<file path="src/rtl/serial_adder_pkg.sv">
// Shared types and limits for the bit-serial adder controller.
// Holds the controller state encoding and the widest supported operand.
package serial_adder_pkg;

    localparam int MAX_WIDTH = 32;

    typedef enum logic [1:0] {
        S_IDLE = 2'd0,
        S_RUN  = 2'd1,
        S_DONE = 2'd2
    } state_t;

endpackage

</file>
<file path="src/rtl/half_adder.sv">
// 1-bit half adder; two of these plus an OR form the serial full-adder cell.
// Latency: combinational. Backpressure: none.
// Pure combinational cell, no flow control.
module half_adder (
    input  logic a,
    input  logic b,
    output logic sum,
    output logic carry
);

    assign sum   = a ^ b;
    assign carry = a & b;

endmodule

</file>
<file path="src/rtl/serial_adder_ctrl.sv">
// Bit-serial adder: sums two WIDTH-bit operands plus carry-in, LSB first, one bit per cycle.
// Latency: operands accepted at edge T, result valid from edge T+WIDTH.
// Backpressure: result held in S_DONE until out_ready; no new operands are taken until then.
module serial_adder_ctrl
    import serial_adder_pkg::*;
#(
    parameter int WIDTH = 8
) (
    input  logic             clk,
    input  logic             rst,
    input  logic             in_valid,
    output logic             in_ready,
    input  logic [WIDTH-1:0] a,
    input  logic [WIDTH-1:0] b,
    input  logic             cin,
    output logic             out_valid,
    input  logic             out_ready,
    output logic [WIDTH-1:0] sum,
    output logic             cout,
    output logic             busy
);

    localparam int              CNT_W    = $clog2(WIDTH);
    localparam logic [CNT_W-1:0] CNT_LAST = CNT_W'(WIDTH - 1);

    state_t             state;
    state_t             state_nxt;

    logic [WIDTH-1:0]   a_sh;
    logic [WIDTH-1:0]   b_sh;
    // Holds the WIDTH-1 most recent sum bits; the final bit is merged in on the last edge.
    logic [WIDTH-2:0]   res_sh;
    logic [WIDTH-1:0]   res_nxt;
    logic               c_reg;
    logic [CNT_W-1:0]   cnt;

    logic               ha0_sum;
    logic               ha0_carry;
    logic               ha1_sum;
    logic               ha1_carry;
    logic               s_bit;
    logic               c_next;

    logic               start;
    logic               last_bit;

    half_adder u_ha0 (
        .a     (a_sh[0]),
        .b     (b_sh[0]),
        .sum   (ha0_sum),
        .carry (ha0_carry)
    );

    half_adder u_ha1 (
        .a     (ha0_sum),
        .b     (c_reg),
        .sum   (ha1_sum),
        .carry (ha1_carry)
    );

    assign s_bit    = ha1_sum;
    assign c_next   = ha0_carry | ha1_carry;
    assign res_nxt  = {s_bit, res_sh};
    assign start    = in_valid && in_ready;
    assign last_bit = (cnt == CNT_LAST);

    always_ff @(posedge clk) begin
        if (rst) begin
            state <= S_IDLE;
        end else begin
            state <= state_nxt;
        end
    end

    always_comb begin
        state_nxt = state;
        case (state)
            S_IDLE: begin
                if (start) begin
                    state_nxt = S_RUN;
                end
            end
            S_RUN: begin
                if (last_bit) begin
                    state_nxt = S_DONE;
                end
            end
            S_DONE: begin
                if (out_ready) begin
                    state_nxt = S_IDLE;
                end
            end
            default: state_nxt = S_IDLE;
        endcase
    end

    // in_ready is a pure state decode so it never combinationally depends on in_valid.
    always_comb begin
        in_ready  = 1'b0;
        busy      = 1'b0;
        out_valid = 1'b0;
        case (state)
            S_IDLE:  in_ready  = !rst;
            S_RUN:   busy      = 1'b1;
            S_DONE:  out_valid = 1'b1;
            default: ;
        endcase
    end

    always_ff @(posedge clk) begin
        if (rst) begin
            a_sh   <= '0;
            b_sh   <= '0;
            res_sh <= '0;
            c_reg  <= 1'b0;
            cnt    <= '0;
            sum    <= '0;
            cout   <= 1'b0;
        end else begin
            case (state)
                S_IDLE: begin
                    if (start) begin
                        a_sh   <= a;
                        b_sh   <= b;
                        c_reg  <= cin;
                        cnt    <= '0;
                        res_sh <= '0;
                    end
                end
                S_RUN: begin
                    a_sh   <= {1'b0, a_sh[WIDTH-1:1]};
                    b_sh   <= {1'b0, b_sh[WIDTH-1:1]};
                    res_sh <= res_nxt[WIDTH-1:1];
                    c_reg  <= c_next;
                    if (last_bit) begin
                        // Park the counter at zero so it never runs past WIDTH-1.
                        cnt  <= '0;
                        sum  <= res_nxt;
                        cout <= c_next;
                    end else begin
                        cnt <= cnt + CNT_W'(1);
                    end
                end
                default: ;
            endcase
        end
    end

endmodule

</file>
<file path="config.mk">
export PLATFORM = sky130hd
export DESIGN_NAME = serial_adder_ctrl
export DESIGN_NICKNAME = d
export VERILOG_FILES = /design/src/rtl/serial_adder_pkg.sv /design/src/rtl/half_adder.sv /design/src/rtl/serial_adder_ctrl.sv
export SDC_FILE = /design/constraint.sdc
export NUM_CORES = 1
export LEC_CHECK = 0
export BUFFER_PORTS_ARGS = -buffer_cell sky130_fd_sc_hd__buf_2
export CORE_MARGIN = 2
export CORE_UTILIZATION = 52
export DETAILED_ROUTE_END_ITERATION = 6
export GPL_TIMING_DRIVEN = 0
export PLACE_DENSITY = 0.77
export SLEW_MARGIN = 40
export SYNTH_ARGS = -nofsm -noshare
export SYNTH_HDL_FRONTEND = slang
export SYNTH_SLANG_ARGS = --single-unit
export TNS_END_PERCENT = 50
</file>
<file path="constraint.sdc">
create_clock -name clk -period 1.5 [get_ports clk]
set_input_delay 0.3 -clock clk [delete_from_list [all_inputs] [get_ports clk]]
set_output_delay 0.3 -clock clk [all_outputs]
set_load 0.03 [all_outputs]
</file>
* Word-level counts from Yosys, hierarchy flattened *
Cells that the tools add are included.

word-level totals
  word-level logic and storage cells = 45
  input port bits = 21
  output and inout port bits = 12
  bits in registers = 38

cells by class
  add/subtract/negate cells = 1
  bitwise operators = 5
  reductions and logical operators = 7
  eq/ne operators = 6
  multiplexer cells = 18

operator list
  cell                                                  number
  case mux 8 bit (2 select lines)                       2
  2-to-1 mux 8 bit                                      2
  case mux 7 bit (2 select lines)                       1
  2-to-1 mux 7 bit                                      1
  2-to-1 mux 2 bit                                      3
  2-to-1 mux 3 bit                                      2
  inequality test 2 bit (second input constant)         3
  case mux 2 bit (3 select lines)                       1
  case mux 3 bit (2 select lines)                       1
  2-to-1 mux 1 bit                                      4
  AND reduction 2 bit                                   2
  adder 3 x 1 -> 3 bit (second input constant)          1
  equality test 3 bit (second input constant)           1
  AND reduction 3 bit                                   1
  bitwise AND 1 bit                                     2
  equality test 2 x 1 -> 1 bit (second input constant)  1
  equality test 2 bit (second input constant)           1
  zero test 2 bit                                       1
  case mux 1 bit (2 select lines)                       1
  nonzero test 2 bit                                    1
  XOR 1 bit                                             2
  logical AND 1 bit                                     1
  zero test 1 bit                                       1
  OR 1 bit                                              1

* Longest topological paths before layout *
Gate-level depths: netlist of the first run.

  word-level depth = 5
  mapped depth = 7
  mapped depth without buffers = 5

* Modules after synthesis *
A second synthesis of the first run with hierarchy kept.

second synthesis, totals
  cell total of the unflattened synthesis = 182
  area, all modules = 1695.4 µm²

by module, submodules not included
  module             sequential area each (µm²)  cells an instance  area each (µm²)  times used
  serial_adder_ctrl  760.7                       180                1670.4           1
  half_adder         0.0                         1                  12.5             2

* Least setup slack after synthesis of the first run *
No wires, ideal clock.

  path type = input to output
  from = in rst
  to = out in_ready
  path slack = 0.053 ns
  arrival time = 1.147 ns
  cell stages on the path = 2
  data required time = 1.200 ns
  buffers on the path = 1
  cell sequence = clkbuf_1 nor3_1

on the way
  word-level cells in the longest chain between the ends = 2

ends and longest elaborated chain
  element           RTL line                  source
  start, declared   serial_adder_ctrl.sv:10   input logic rst,
  zero test 1 bit   serial_adder_ctrl.sv:103  S_IDLE: in_ready = !rst;
  2-to-1 mux 1 bit  serial_adder_ctrl.sv:102  case (state)
  end, declared     serial_adder_ctrl.sv:12   output logic in_ready,

Every way passes these cells.

* Worst setup path in the final report of the first run *
  from = reg state[1]
  to = reg a_sh[5]

on the way
  word-level cells in the longest chain between the ends = 5
  elaborated cells on any way between the ends = 8
  classes of those cells = eq/ne: 2; mux: 2; reduce/logical: 4

ends and longest elaborated chain
  element                          RTL line                                            source
  start, declared                  serial_adder_ctrl.sv:26                             state_t state;
  start signal, assigned           serial_adder_ctrl.sv:71                             state <= state_nxt;
  zero test 2 bit                  serial_adder_ctrl.sv:102, serial_adder_ctrl.sv:120
  2-to-1 mux 1 bit                 serial_adder_ctrl.sv:102
  logical AND 1 bit                serial_adder_ctrl.sv:64                             assign start = in_valid && in_ready;
  inequality test 2 bit (no line)  n/a
  AND reduction 2 bit (no line)    n/a
  end signal, assigned             serial_adder_ctrl.sv:131                            a_sh <= {1'b0, a_sh[WIDTH-1:1]};
  end, declared                    serial_adder_ctrl.sv:29                             logic [WIDTH-1:0] a_sh;

Parallel ways exist; a longest one is shown, timed or not.
A chain may end at the register's enable or synchronous reset.

==> results of run 1 <==
[worst max path at each step]
stage / to / slack (ps)
2_1_floorplan: in_ready / 50
6_report: a_sh[5] / 40
3_3_place_gp: busy / 90
4_1_cts: busy / -30
5_1_grt: a_sh[4] / -10
3_5_place_dp: busy / 50
[cell type report]
| class | count | area [um2] |
|---|---|---|
| Inverter | 2 | 10.0 |
| Fill cell | 222 | 870 |
| Tap cell | 31 | 38.8 |
| Clock inverter | 3 | 68.8 |
| Clock buffer | 5 | 37.5 |
| Buffer | 11 | 81.3 |
| Timing Repair Buffer | 37 | 204 |
| Multi-Input combinational cell | 118 | 658 |
| Sequential cell | 38 | 766 |
[power breakdown]
part	internal (mW)	total, mW	switching [mW]
Combinational	0.109	0.235	0.126
Sequential	1.06	1.09	0.0302
Clock	0.521	0.872	0.351
[critical path, delay by kind of cell, from the launching register on]
family / cells / cell delay, ps
and+or+nand+nor: 3 / 540
buffers and inverters: 3 / 420
DFF: 1 / 370
[logic make-up (layout without fill, tap and decap cells)]
kind of cell / count (synthesis) / after routing / synth area share (%)
adder cells (fa/ha/maj): 3 / 3 / 3.01
AO/OA/AOI/OAI: 23 / 23 / 10.8
flip-flops: 38 / 38 / 50.9
AND/OR/NAND/NOR: 91 / 91 / 27.9
buffers and inverters: 15 / 58 / 6.70
multiplexers: 1 / 1 / 0.670
[placed cells by master, fill, tap and decap left out]
master / netlist / layout
nor4_1: 15 / 15
inv_1: 1 / 1
o21ba_2: 1 / 1
nor3_1: 2 / 2
clkbuf_1: 1 / 1
nand2_1: 10 / 10
dfxtp_2: 0 / 1
bufinv_16: 0 / 2
buf_2: 2 / 32
a21oi_1: 11 / 11
nor2_2: 2 / 8
buf_4: 5 / 9
nor2b_1: 1 / 1
or3b_4: 0 / 1
nand2b_1: 3 / 2
nand3b_1: 1 / 1
fa_1: 1 / 1
buf_1: 2 / 1
clkbuf_2: 0 / 1
buf_6: 3 / 4
nand2b_4: 0 / 1
inv_4: 0 / 1
ha_1: 2 / 2
mux2i_1: 1 / 1
a22o_1: 11 / 11
nor2_1: 47 / 41
clkinv_4: 0 / 1
dfxtp_1: 38 / 36
clkbuf_4: 0 / 5
dfxtp_4: 0 / 1
nand3_1: 9 / 9
[per-layer routing]
layer,track usage [%],wire (um)
met3,5.67,167
met5,0,0
met2,35.4,1610
met1,23.7,1330
met4,8.64,27
[stage by stage]
step                      worst slack [ps]  area, um2  util (%)  TNS, ps
final                                 41.6       1860      68.2        0
after global routing                 -12.5       1860      68.2    -28.3
after floorplan                       52.8       1490         -        0
after detailed placement              53.1       1690      61.9        0
after global placement                86.8       1690      61.9        0
after CTS                            -25.9       1870      68.3    -25.9
[timing repair]
item                       CTS  global route
setup endpoints to repair    1            21
pin swaps                    0             0
buffers inserted             5             0
gates resized for setup     10             8
hold buffers                 0             0
==> flow_summary.yaml, run 1 <==
synthesis:
  yosysSeqAreaShare_pct: 50.9
  yosys.area.top_type: "dfxtp_1"
  synth_ff_type: "dfxtp_1"
  synth_most_common_cell: "nor2_1"
  synth_nets: 195
  synth-edff-count: 0
  netlist.area_leader.share_pct: 50.9
  synth-seq-cells: 38
  synth_area_leaders: "dfxtp_1 51%, nor2_1 12%, a22o_1 6.4%"
  synth_area_um2: 1490
  synthArstFlopShare_pct: 0
  yosysUniqueCellTypes: 24
  yosysWarnings: 0
  avgSynthCellArea_um2: 8.74
  synthCells: 171
  yosys-top-cells-count: "47 x nor2_1, 38 x dfxtp_1, 15 x nor4_1, 11 x a21oi_1, 11 x a22o_1"
sta:
  period_needed_ps: 1460
  fin_hold_ws_ps: 168
  rsz0062_at_grt: "true"
  final_max_slew_viol_count: 0
  final_hold_viol_count: 0
  finalClockSkew_ps: 9.90
  period_share_pct: 97.2
  slew_headroom_pct: 67.9
  tightest_slew_ps: 481
  setup_violations: 0
  fmax_mhz: 686
route:
  wirelength_um: 3130
  wl_per_cell_um: 12.8
  vias_per_cell: 5.45
  drc_errors: 0
  dr.first_iter.drc_count: 42
  vias: 1335
  dr.pass1.iters: 4
  ant_nets: 0
pwr:
  p_leak_nw: 0.833
  power_mw: 2.19
  peakVddDrop_v: 0.00106
  power-per-cell-area_nw_per_um2: 1180
setup_path:
  crit_top_cell: "buf_6"
  crit_slowest_cell: "or3b_4"
  r2r-start: "state[1]"
  worstPathRequired_ps: 1720
  r2r_end: "a_sh[5]"
  cpPeakStageDelay_ps: 390
  rrSetupSlack_ps: 40
  cp-end-kind: "register"
  critPathArrivalTime_ps: 1680
  cp-startpoint: "state[1]"
  cp_cell_sequence: "buf_4, or3b_4, buf_6, buf_6, nor2_1, nor4_1"
  path_max_fanout: 10
  worstSetupStartpointType: "register"
  r2r_cells: 6
  worstSetupPathType: "reg2reg"
finish:
  largestRegisters: "a_sh: 8 flops, b_sh: 8 flops, sum: 8 flops"
  finalNonFillerCells: 245
  nNetsFinal: 237
  drive_gt1_share_pct: 31.8
  area_growth_pct: 24.8
  antenna_cells: 0
grt:
  grt_max_degree: 14
  grt_pass1_vias: 1305
  grt_pass1_wl_um: 5280
  overflow: 0
  antenna_found_initial: 0
  grtUsageTotal_pct: 20.5
run_status:
  outcome: "complete, no violations"
placed_design:
  port_buffers: 32
  gp_congestion: 0.741
  place_inst: 234
  hpwl_um: 2200
floorplan:
  core.rowCount: 19
  pin_count: 33
  start_util_pct: 54.6
  dieArea_um2: 3320
  coreArea_um2: 2730
  die_y_um: 57.6
  fp.dieW_um: 57.6
clock_network:
  cts.clk_slew.worst_paths_ps: 120
  worst_skew_pair.late_latency_ps: 340
  numClockSinks: 38
  cts_buffer_depth: 2
  cts_inserted_buffers: 5
  htreeDepth: 2
  cts_tree: "built"
  cts_root_buf: "clkbuf_4"
hold_path:
  hold_class: "in2reg"
  whs_endpoint: "a_sh[7]"
  hp-start: "a[7]"
  hold-path-cell-count: 2
job:
  maxCapViolations: 0
(Power assumes the default switching activity.)
==> inputs of run 2 (changes only) <==
- RECOVER_POWER: unset -> 100
==> flow_summary.yaml, run 2 (synthesis gave the netlist of run 1 again) <==
finish:
  most-common-layout-cells: "41 x nor2_1, 36 x dfxtp_1, 23 x buf_2, 15 x nor4_1"
  nNetsFinal: 237
  multi_input_area_um2: 658
  finalNonFillerCells: 245
  regArea_um2: 766
  final_common_cell: "nor2_1"
  largestRegisters: "a_sh: 8 flops, b_sh: 8 flops, sum: 8 flops"
  drive_gt1_share_pct: 27.6
  area_growth_pct: 24.0
  num-fill-cells: 228
  antenna_cells: 0
pwr:
  peakVddDrop_v: 0.00106
  p_leak_nw: 0.793
  power.share.clock_pct: 39.8
  power-per-cell-area_nw_per_um2: 1180
  power_mw: 2.19
  p_sw_share_pct: 23.1
  p_int_mw: 1.69
  pwr-share-comb_pct: 10.7
  power_switching_uw: 508
  seqPwrFrac_pct: 49.5
route:
  met1_length_um: 1360
  drc_errors: 0
  met2_length_um: 1610
  wl_met3_um: 153
  wirelength_um: 3140
  ant_nets: 0
  vias_per_cell: 5.42
  wl_per_cell_um: 12.8
  dr.first_iter.drc_count: 42
  dr.pass1.iters: 4
  top_layer: "met4"
  vias: 1328
setup_path:
  crit_slowest_cell: "or3b_4"
  crit_top_cell: "buf_6"
  cp_cell_sequence: "buf_4, or3b_4, buf_6, buf_6, nor2_1, nor4_1"
  worstPathRequired_ps: 1720
  critPathArrivalTime_ps: 1680
  worstSetupPathType: "reg2reg"
  rrSetupSlack_ps: 40
  worstSetupStartpointType: "register"
  cp-end-kind: "register"
  path_max_fanout: 10
  cpPeakStageDelay_ps: 390
sta:
  fmax_mhz: 686
  rsz0062_at_grt: "true"
  period_share_pct: 97.2
  final_max_slew_viol_count: 0
  setup_violations: 0
  tightest_slew_ps: 480
  final_hold_viol_count: 0
  totalNegativeSetupSlack_ps: 0
  finalClockSkew_ps: 9.89
  period_needed_ps: 1460
  slew_headroom_pct: 68.0
floorplan:
  start_util_pct: 54.6
  dieArea_um2: 3320
  core.rowCount: 19
  coreArea_um2: 2730
  fp.dieW_um: 57.6
  die_y_um: 57.6
  pin_count: 33
clock_network:
  htreeDepth: 2
  numClockSinks: 38
  cts_inserted_buffers: 5
  cts_tree: "built"
  cts.clk_slew.worst_paths_ps: 120
  worst_skew_pair.late_latency_ps: 340
  cts_root_buf: "clkbuf_4"
  cts_buffer_depth: 2
placed_design:
  place_inst: 234
  hpwl_um: 2200
  port_buffers: 32
  gp_congestion: 0.741
grt:
  grtUsageTotal_pct: 20.5
  antenna_found_initial: 0
  grt_max_degree: 14
  overflow: 0
  grt_pass1_wl_um: 5280
  grt_pass1_vias: 1305
job:
  maxCapViolations: 0
run_status:
  outcome: "complete, no violations"
hold_path:
  hold_class: "in2reg"
## run 2: cell types whose count changed in the layout (fill, tap and decap cells not counted)
cell,change
buf_2,-9
clkbuf_1,+9
## run 2: layer usage
layer	GRT usage (%)	up-vias
li1	-	665
met1	23.7	619
met2	35.4	40
met3	5.67	4
met4	8.64	0
met5	0	-
## run 2: area by class of cell
class                   instances  area share, %
plain buffers                  11           4.39
clock buffers                   5           2.03
clock inverters                 3           3.71
inverters                       2          0.540
multi-input cells             118           35.5
flip-flops and latches         38           41.3
well taps                      31           2.09
repair buffers                 37           10.4
## run 2: worst paths after layout
kind / startpoint / endpoint / cells past startpoint
max: state[1] / a_sh[5] / 6
min reg2reg: cout / cout / 2
min: a[7] / a_sh[7] / 2
max reg2reg: state[1] / a_sh[5] / 6
## run 2: critical path, delay by kind of cell, from the launching register on
kind / cells / cell delay (ps)
buffers and inverters: 3 / 420
and+or+nand+nor: 3 / 540
DFF: 1 / 370
## run 2: what timing repair did
action	in CTS	in global routing
hold buffers	0	0
setup endpoints to repair	1	21
buffers inserted	5	0
resized for setup	10	8
## run 2: through the flow
stage	cell area [um2]	worst slack, ps	hold slack [ps]	utilization, %
after floorplan	1490	52.8	425	-
after global placement	1690	86.8	439	61.9
after detailed placement	1690	53.1	448	61.9
after CTS	1870	-25.9	164	68.3
after global routing	1850	-12.5	164	67.8
final	1850	41.6	168	67.8
## run 2: power by group through the flow
stage               sequential, mW  clock (mW)  combinational (mW)
CTS                           1.08       0.881               0.241
global placement              1.11           0               0.210
finish                        1.09       0.873               0.235
floorplan                     1.10           0               0.156
global route                  1.09       0.910               0.263
detailed placement            1.11           0               0.218
